**src/rtl/serial_xor_arbiter_pkg.sv**
```systemverilog
// Shared definitions for the serial XOR arbiter: FSM state encoding.
package serial_xor_arbiter_pkg;

  typedef enum logic [1:0] {
    StIdle  = 2'd0,
    StShift = 2'd1,
    StDone  = 2'd2
  } state_e;

endpackage

```
**src/rtl/serial_xor_arbiter_xor.sv**
```systemverilog
// Single-bit XOR gate cell; the only XOR used to build the arbiter result.
module serial_xor_arbiter_xor (
  input  logic a,
  input  logic b,
  output logic y
);

  assign y = a ^ b;

endmodule

```
**src/rtl/serial_xor_arbiter.sv**
```systemverilog
// Two-requester round-robin arbiter feeding a bit-serial XOR datapath.
// The winner's operands are captured in IDLE, shifted LSB first through one
// shared XOR cell in SHIFT, and the result is published for one cycle in DONE.
module serial_xor_arbiter
  import serial_xor_arbiter_pkg::*;
#(
  parameter int unsigned WIDTH = 8
) (
  input  logic             clk,
  input  logic             rst_n,
  input  logic             req0,
  input  logic             req1,
  input  logic [WIDTH-1:0] a0,
  input  logic [WIDTH-1:0] b0,
  input  logic [WIDTH-1:0] a1,
  input  logic [WIDTH-1:0] b1,
  output logic             gnt0,
  output logic             gnt1,
  output logic             busy,
  output logic             done,
  output logic             done_id,
  output logic [WIDTH-1:0] y
);

  localparam int unsigned CW = $clog2(WIDTH) + 1;

  state_e           state_q, state_d;
  logic [CW-1:0]    cnt_q, cnt_d;
  logic [WIDTH-1:0] opa_q, opa_d;
  logic [WIDTH-1:0] opb_q, opb_d;
  logic [WIDTH-1:0] res_q, res_d;
  logic [WIDTH-1:0] y_q, y_d;
  logic             id_q, id_d;
  // Last requester served; doubles as the id of the operation in flight.
  logic             rr_q, rr_d;
  logic             gnt0_q, gnt0_d;
  logic             gnt1_q, gnt1_d;

  logic             win;
  logic             xor_bit;
  logic [WIDTH:0]   res_cat;
  logic [WIDTH-1:0] res_shift;

  serial_xor_arbiter_xor u_xor (
    .a (opa_q[0]),
    .b (opb_q[0]),
    .y (xor_bit)
  );

  // Result enters at the MSB so bit 0 lands at position 0 after WIDTH shifts.
  assign res_cat   = {xor_bit, res_q};
  assign res_shift = res_cat[WIDTH:1];

  // Winner: the lone requester, or the one not served last when both ask.
  assign win = (req0 && req1) ? ~rr_q : req1;

  // Next-state logic for arbitration, operand capture and serial shifting.
  always_comb begin
    state_d = state_q;
    cnt_d   = cnt_q;
    opa_d   = opa_q;
    opb_d   = opb_q;
    res_d   = res_q;
    y_d     = y_q;
    id_d    = id_q;
    rr_d    = rr_q;
    gnt0_d  = 1'b0;
    gnt1_d  = 1'b0;
    unique case (state_q)
      StIdle: begin
        if (req0 || req1) begin
          opa_d   = win ? a1 : a0;
          opb_d   = win ? b1 : b0;
          cnt_d   = '0;
          rr_d    = win;
          gnt0_d  = ~win;
          gnt1_d  = win;
          state_d = StShift;
        end
      end
      StShift: begin
        opa_d = opa_q >> 1;
        opb_d = opb_q >> 1;
        res_d = res_shift;
        cnt_d = cnt_q + CW'(1);
        if (cnt_q == CW'(WIDTH - 1)) begin
          y_d     = res_shift;
          id_d    = rr_q;
          state_d = StDone;
        end
      end
      StDone: begin
        state_d = StIdle;
      end
      default: begin
        state_d = StIdle;
      end
    endcase
  end

  // State registers; reset points the round-robin at requester 1 so 0 wins first.
  always_ff @(posedge clk or negedge rst_n) begin
    if (!rst_n) begin
      state_q <= StIdle;
      cnt_q   <= '0;
      opa_q   <= '0;
      opb_q   <= '0;
      res_q   <= '0;
      y_q     <= '0;
      id_q    <= 1'b0;
      rr_q    <= 1'b1;
      gnt0_q  <= 1'b0;
      gnt1_q  <= 1'b0;
    end else begin
      state_q <= state_d;
      cnt_q   <= cnt_d;
      opa_q   <= opa_d;
      opb_q   <= opb_d;
      res_q   <= res_d;
      y_q     <= y_d;
      id_q    <= id_d;
      rr_q    <= rr_d;
      gnt0_q  <= gnt0_d;
      gnt1_q  <= gnt1_d;
    end
  end

  assign gnt0    = gnt0_q;
  assign gnt1    = gnt1_q;
  assign busy    = (state_q != StIdle);
  assign done    = (state_q == StDone);
  assign done_id = id_q;
  assign y       = y_q;

endmodule

```
**config.mk**
```make
export PLATFORM = sky130hd
export DESIGN_NAME = serial_xor_arbiter
export DESIGN_NICKNAME = d
export VERILOG_FILES = /design/src/rtl/serial_xor_arbiter_pkg.sv /design/src/rtl/serial_xor_arbiter_xor.sv /design/src/rtl/serial_xor_arbiter.sv
export SDC_FILE = /design/constraint.sdc
export NUM_CORES = 1
export LEC_CHECK = 0
export BUFFER_PORTS_ARGS = -buffer_cell sky130_fd_sc_hd__buf_4
export CORE_ASPECT_RATIO = 0.9
export CORE_MARGIN = 1
export CORE_UTILIZATION = 55
export CTS_BUF_LIST = sky130_fd_sc_hd__clkbuf_8
export CTS_CLUSTER_DIAMETER = 200
export CTS_CLUSTER_SIZE = 8
export DETAILED_ROUTE_END_ITERATION = 10
export GPL_TIMING_DRIVEN = 0
export HOLD_SLACK_MARGIN = 0.12
export PLACE_DENSITY_LB_ADDON = 0.05
export SETUP_SLACK_MARGIN = 0.5
export SLEW_MARGIN = 0
export SYNTH_ARGS = -nofsm -noshare
export SYNTH_HDL_FRONTEND = slang
export SYNTH_SLANG_ARGS = --single-unit
```
**constraint.sdc**
```tcl
create_clock -name clk -period 2 [get_ports clk]
set_input_delay 0.1 -clock clk [delete_from_list [all_inputs] [get_ports clk]]
set_output_delay 0.1 -clock clk [all_outputs]
set_load 0.01 [all_outputs]
```
# Word level (Yosys, flattened, before mapping)
# Index checks and enable logic that the tools add are counted.
# totals
elab_cells	44
output_inout_bits	13
inputBits	36
reg_bits	42
# classes
mux	16
bitwise	3
eq_ne	5
reduce_logical	9
add_sub_neg	1
# op_table
cell	count
$mux W8	4
$pmux W8 S2	2
$pmux W4 S2	1
$reduce_and A2 Y1	4
$mux W1	5
$add A4 B1 Y4 const B	1
$eq A4 B3 Y1 const B	1
$mux W2	2
$mux W4	1
$ne A2 B2 Y1 const B	2
$pmux W2 S2	1
$reduce_bool A2 Y1	2
$eq A2 B1 Y1 const B	1
$eq A2 B2 Y1 const B	1
$logic_not A2 Y1	1
$not A1 Y1	2
$logic_and A1 B1 Y1	1
$logic_or A1 B1 Y1	1
$xor A1 B1 Y1	1

# Logic depth before layout (Yosys ltp)
# logic_depth
depth_word	5
depth_mapped	6
depth_no_buf	4

# Modules after synthesis
# Synthesis repeated with hierarchy kept, for this count alone.
# unflattened
cells_unflattened	167
area_unflattened_um2	1853.0
# by_module_without_submodules
module	cells_per_inst	area_per_inst_um2	seq_area_each_um2	instances
serial_xor_arbiter	166	1844.3	1027.2	1
serial_xor_arbiter_xor	1	8.8	0.0	1

# Least setup slack after synthesis
# OpenSTA, ideal clock, no wires.
# synth_path
path_type	reg2reg
startpoint	register state_q[0]
endpoint	register id_q, in the netlist done_id
required_ns	1.875
arrival_ns	1.340
synth_period_minus_slack_ns	1.465
slack_ns	0.535
setup_time_ns	0.125
n_path_buf	3
stages_incl_launch_ff	7
path_cell_list	dfrtp_1 buf_6 nor2b_1 buf_2 nor3b_2 buf_6 mux2_4
# synth_between
elab_chain_cells	2
# synth_lines
element	line_no	text
start: declaration	serial_xor_arbiter.sv:27	state_e state_q, state_d;
start signal: assignment	serial_xor_arbiter.sv:104	state_q <= StIdle;
start signal: assignment	serial_xor_arbiter.sv:115	state_q <= state_d;
$eq A2 B1 Y1	serial_xor_arbiter.sv:69	unique case (state_q)
$reduce_and A2 Y1 (no source line)	--	
end signal: assignment	serial_xor_arbiter.sv:121	id_q <= id_d;
end: declaration	serial_xor_arbiter.sv:33	logic id_q, id_d;
# Every way passes these cells.
# A chain may end at the register's enable or synchronous reset.

# Worst setup path in the final report
# layout_path
startpoint	register state_q[0]
endpoint	register y_q[0], in the netlist y[0]
# layout_between
elab_chain_cells	2
# layout_lines
element	line_no	text
$eq A2 B1 Y1	serial_xor_arbiter.sv:69	
$reduce_and A2 Y1 (no source line)	--	
end signal: assignment	serial_xor_arbiter.sv:120	y_q <= y_d;
end: declaration	serial_xor_arbiter.sv:32	logic [WIDTH-1:0] y_q, y_d;
# Every way passes these cells.

==> results.cfg <==
[synthesis]
synth_edf_count = 0
ys_seq_area_frac = 0.482
async_reset_ff_frac = 1.00
synthesis.area_um2 = 2130
syn_inst = 176
yosysTopAreaCell = dfrtp_1
synth_area_per_cell_um2 = 12.1
synth_top_area_share = 0.469
yosysUniqueCellTypes = 35
synthTopCellsByCount = dfrtp_1, nor2b_1, o21ai_0
synth_ff_type = dfrtp_1
ys.warnings.count = 0
synthesis.nets = 213
yosys.cell_count.top_type = dfrtp_1
ys_ff_latch = 41
synth_area_leaders = dfrtp_1, mux2_4, a221oi_2, nor2b_1, and2_1

[place]
place.port_buffers = 48
dp_cells = 270
place_hpwl_um = 3210
gp_congestion = 0.810

[route]
drtIter0Drc = 90
routed_via_density = 5.81
wl_um = 4990
drt_pass1_iterations = 4
vias = 1684
postRouteAntennaNets = 0
drcViolationCount = 0
wire_per_inst_um = 17.2

[clock_tree]
clk_pin_slew_ns = 0.08
root_buffer = clkbuf_8
htreeDepth = 2
cts_sinks = 41
clk_latency_ns = 0.30
clockBufferDepth = 2
cts_made_buffers = 5
cts_tree = built

[critical_path]
worstPathRequired_ns = 2.18
worst_ep_arrival_time_ns = 1.74
cp-end-kind = register
crit_type = register to register
worstPathMaxFanout = 6
cp-start-kind = register

[die]
coreArea_um2 = 3700
die-area_um2 = 4130
start_util = 0.576
die_h_um = 61.1
fp-row-count = 21
io_pins = 49
fp.dieW_um = 67.7

[global_routing]
grt_max_degree = 42
gr-total-overflow = 0
grt_pass1_vias = 1643
grt_pass1_wl_um = 7830
grt_antenna_before_repair = 0
grt.total_usage = 0.266

[layout]
regArea_um2 = 1030
fin_nets = 280
syn_to_final_growth_pct = 33.4
num_antenna_cells = 0
final_cell_count_no_fill = 290
multiInputGateArea_um2 = 1050
fillerInstances = 252
layout-drive-gt1-share = 0.467

[worst_hold_path]
min_path_type = input pin to register

[run]
drv_cap = 0

[timing]
fin_crit_sh = 0.778
max_slew.worst_pin.slew_ns = 0.513
drv_slew = 0
min_period_ns = 1.56
setup_viol = 0
finalSetupTns_ns = 0
max_freq_mhz = 643
rsz0062_at_grt = yes
max_slew_margin = 0.658
hold_viol_final = 0
fin_skew_ns = 0.00712

[run_status]
status = finished, final reports clean

[pwr]
leakage_nw = 1.27
p_per_area_nw_per_um2 = 1430
ir_drop_mv = 0.655
-- power by group --
part	switching, W	total, W	internal, W
combinational	0.000932	0.00204	0.00111
clock	0.000303	0.000544	0.000241
sequential	0.000249	0.00148	0.00123
-- layer usage --
| metal | vias up | routed length, µm | track usage | share of wire |
|---|---|---|---|---|
| met5 | - | 0 | 0 | 0 |
| met4 | 0 | 85 | 0.112 | 0.017 |
| met3 | 7 | 231 | 0.0444 | 0.046 |
| met2 | 52 | 2390 | 0.429 | 0.48 |
| met1 | 841 | 2280 | 0.357 | 0.46 |
| li1 | 784 | - | - | - |
-- sequential cells by signal, indices dropped and copies added (netlist names) --
name	count
cnt_q	4
done_id	1
gnt0	1
gnt1	1
opa_q	8
opb_q	8
res_q	7
rr_q	1
state_q	2
y	8
-- cells by family (layout without fill, tap and decap cells) --
kind of cell | count (synthesis) | count (layout) | synth area share
AOI/OAI and AO/OA | 56 | 56 | 0.220
xor gates and xnor gates | 1 | 1 | 0.00411
adders and majority gates | 1 | 1 | 0.00586
buffers and inverters | 17 | 85 | 0.0592
DFF | 41 | 41 | 0.482
muxes | 18 | 18 | 0.107
and+or+nand+nor | 42 | 42 | 0.122
-- layout make-up --
cell class,count,share of cell area
multi-input cells,118,0.371
flip-flops and latches,41,0.361
repair buffers,60,0.163
plain buffers,15,0.0519
clock buffers,5,0.0242
well taps,46,0.0202
clock inverters,3,0.00615
inverters,2,0.00264
-- through the flow --
step                      setup slack (ns)   util  total power, W  instance area, µm²  hold slack, ns
after global placement               0.395  0.689         0.00316                2550          0.0986
after global routing                 0.399  0.768         0.00432                2850           0.145
after floorplan                      0.535      -         0.00270                2130          -0.196
after detailed placement             0.334  0.689         0.00324                2550           0.110
after CTS                            0.470  0.748         0.00394                2770           0.128
final                                0.444  0.768         0.00406                2850           0.128
-- worst max-delay path, stage by stage (launching register included) --
cell and delay [ns]:
dfrtp_1 0.35, buf_6 0.12, nor2b_4 0.15, buf_6 0.11, nor3b_4 0.22, buf_6 0.17
mux2_4 0.30
-- layout by cell type (no fill, tap or decap), drive strengths merged, types with 9 or more instances in the layout --
cell,count
buf,67
dfrtp,40
nor2b,16
o21ai,15
o31ai,15
mux2,15
and2,14
a221oi,14
clkbuf,9
-- final timing paths --
check	endpoint	startpoint	slack, ns	cells past startpoint
min reg2reg	opa_q[6]	opa_q[6]	0.51	2
max	y[0]	state_q[0]	0.44	6
max in group asynchronous	state_q[1]	rst_n	1.32	2
max reg2reg	y[0]	state_q[0]	0.44	6
min in group asynchronous	opa_q[5]	rst_n	0.30	2
min	opb_q[7]	b0[7]	0.13	3
-- repair_timing --
item	in CTS	in global routing
cloned	1	0
hold endpoints to repair	42	0
endpoints found under the setup margin	36	26
buffers inserted	5	2
gates resized for setup	13	15
pin swaps	1	2
hold buffers	4	0
Note: power is estimated with default switching activity, not from simulation.
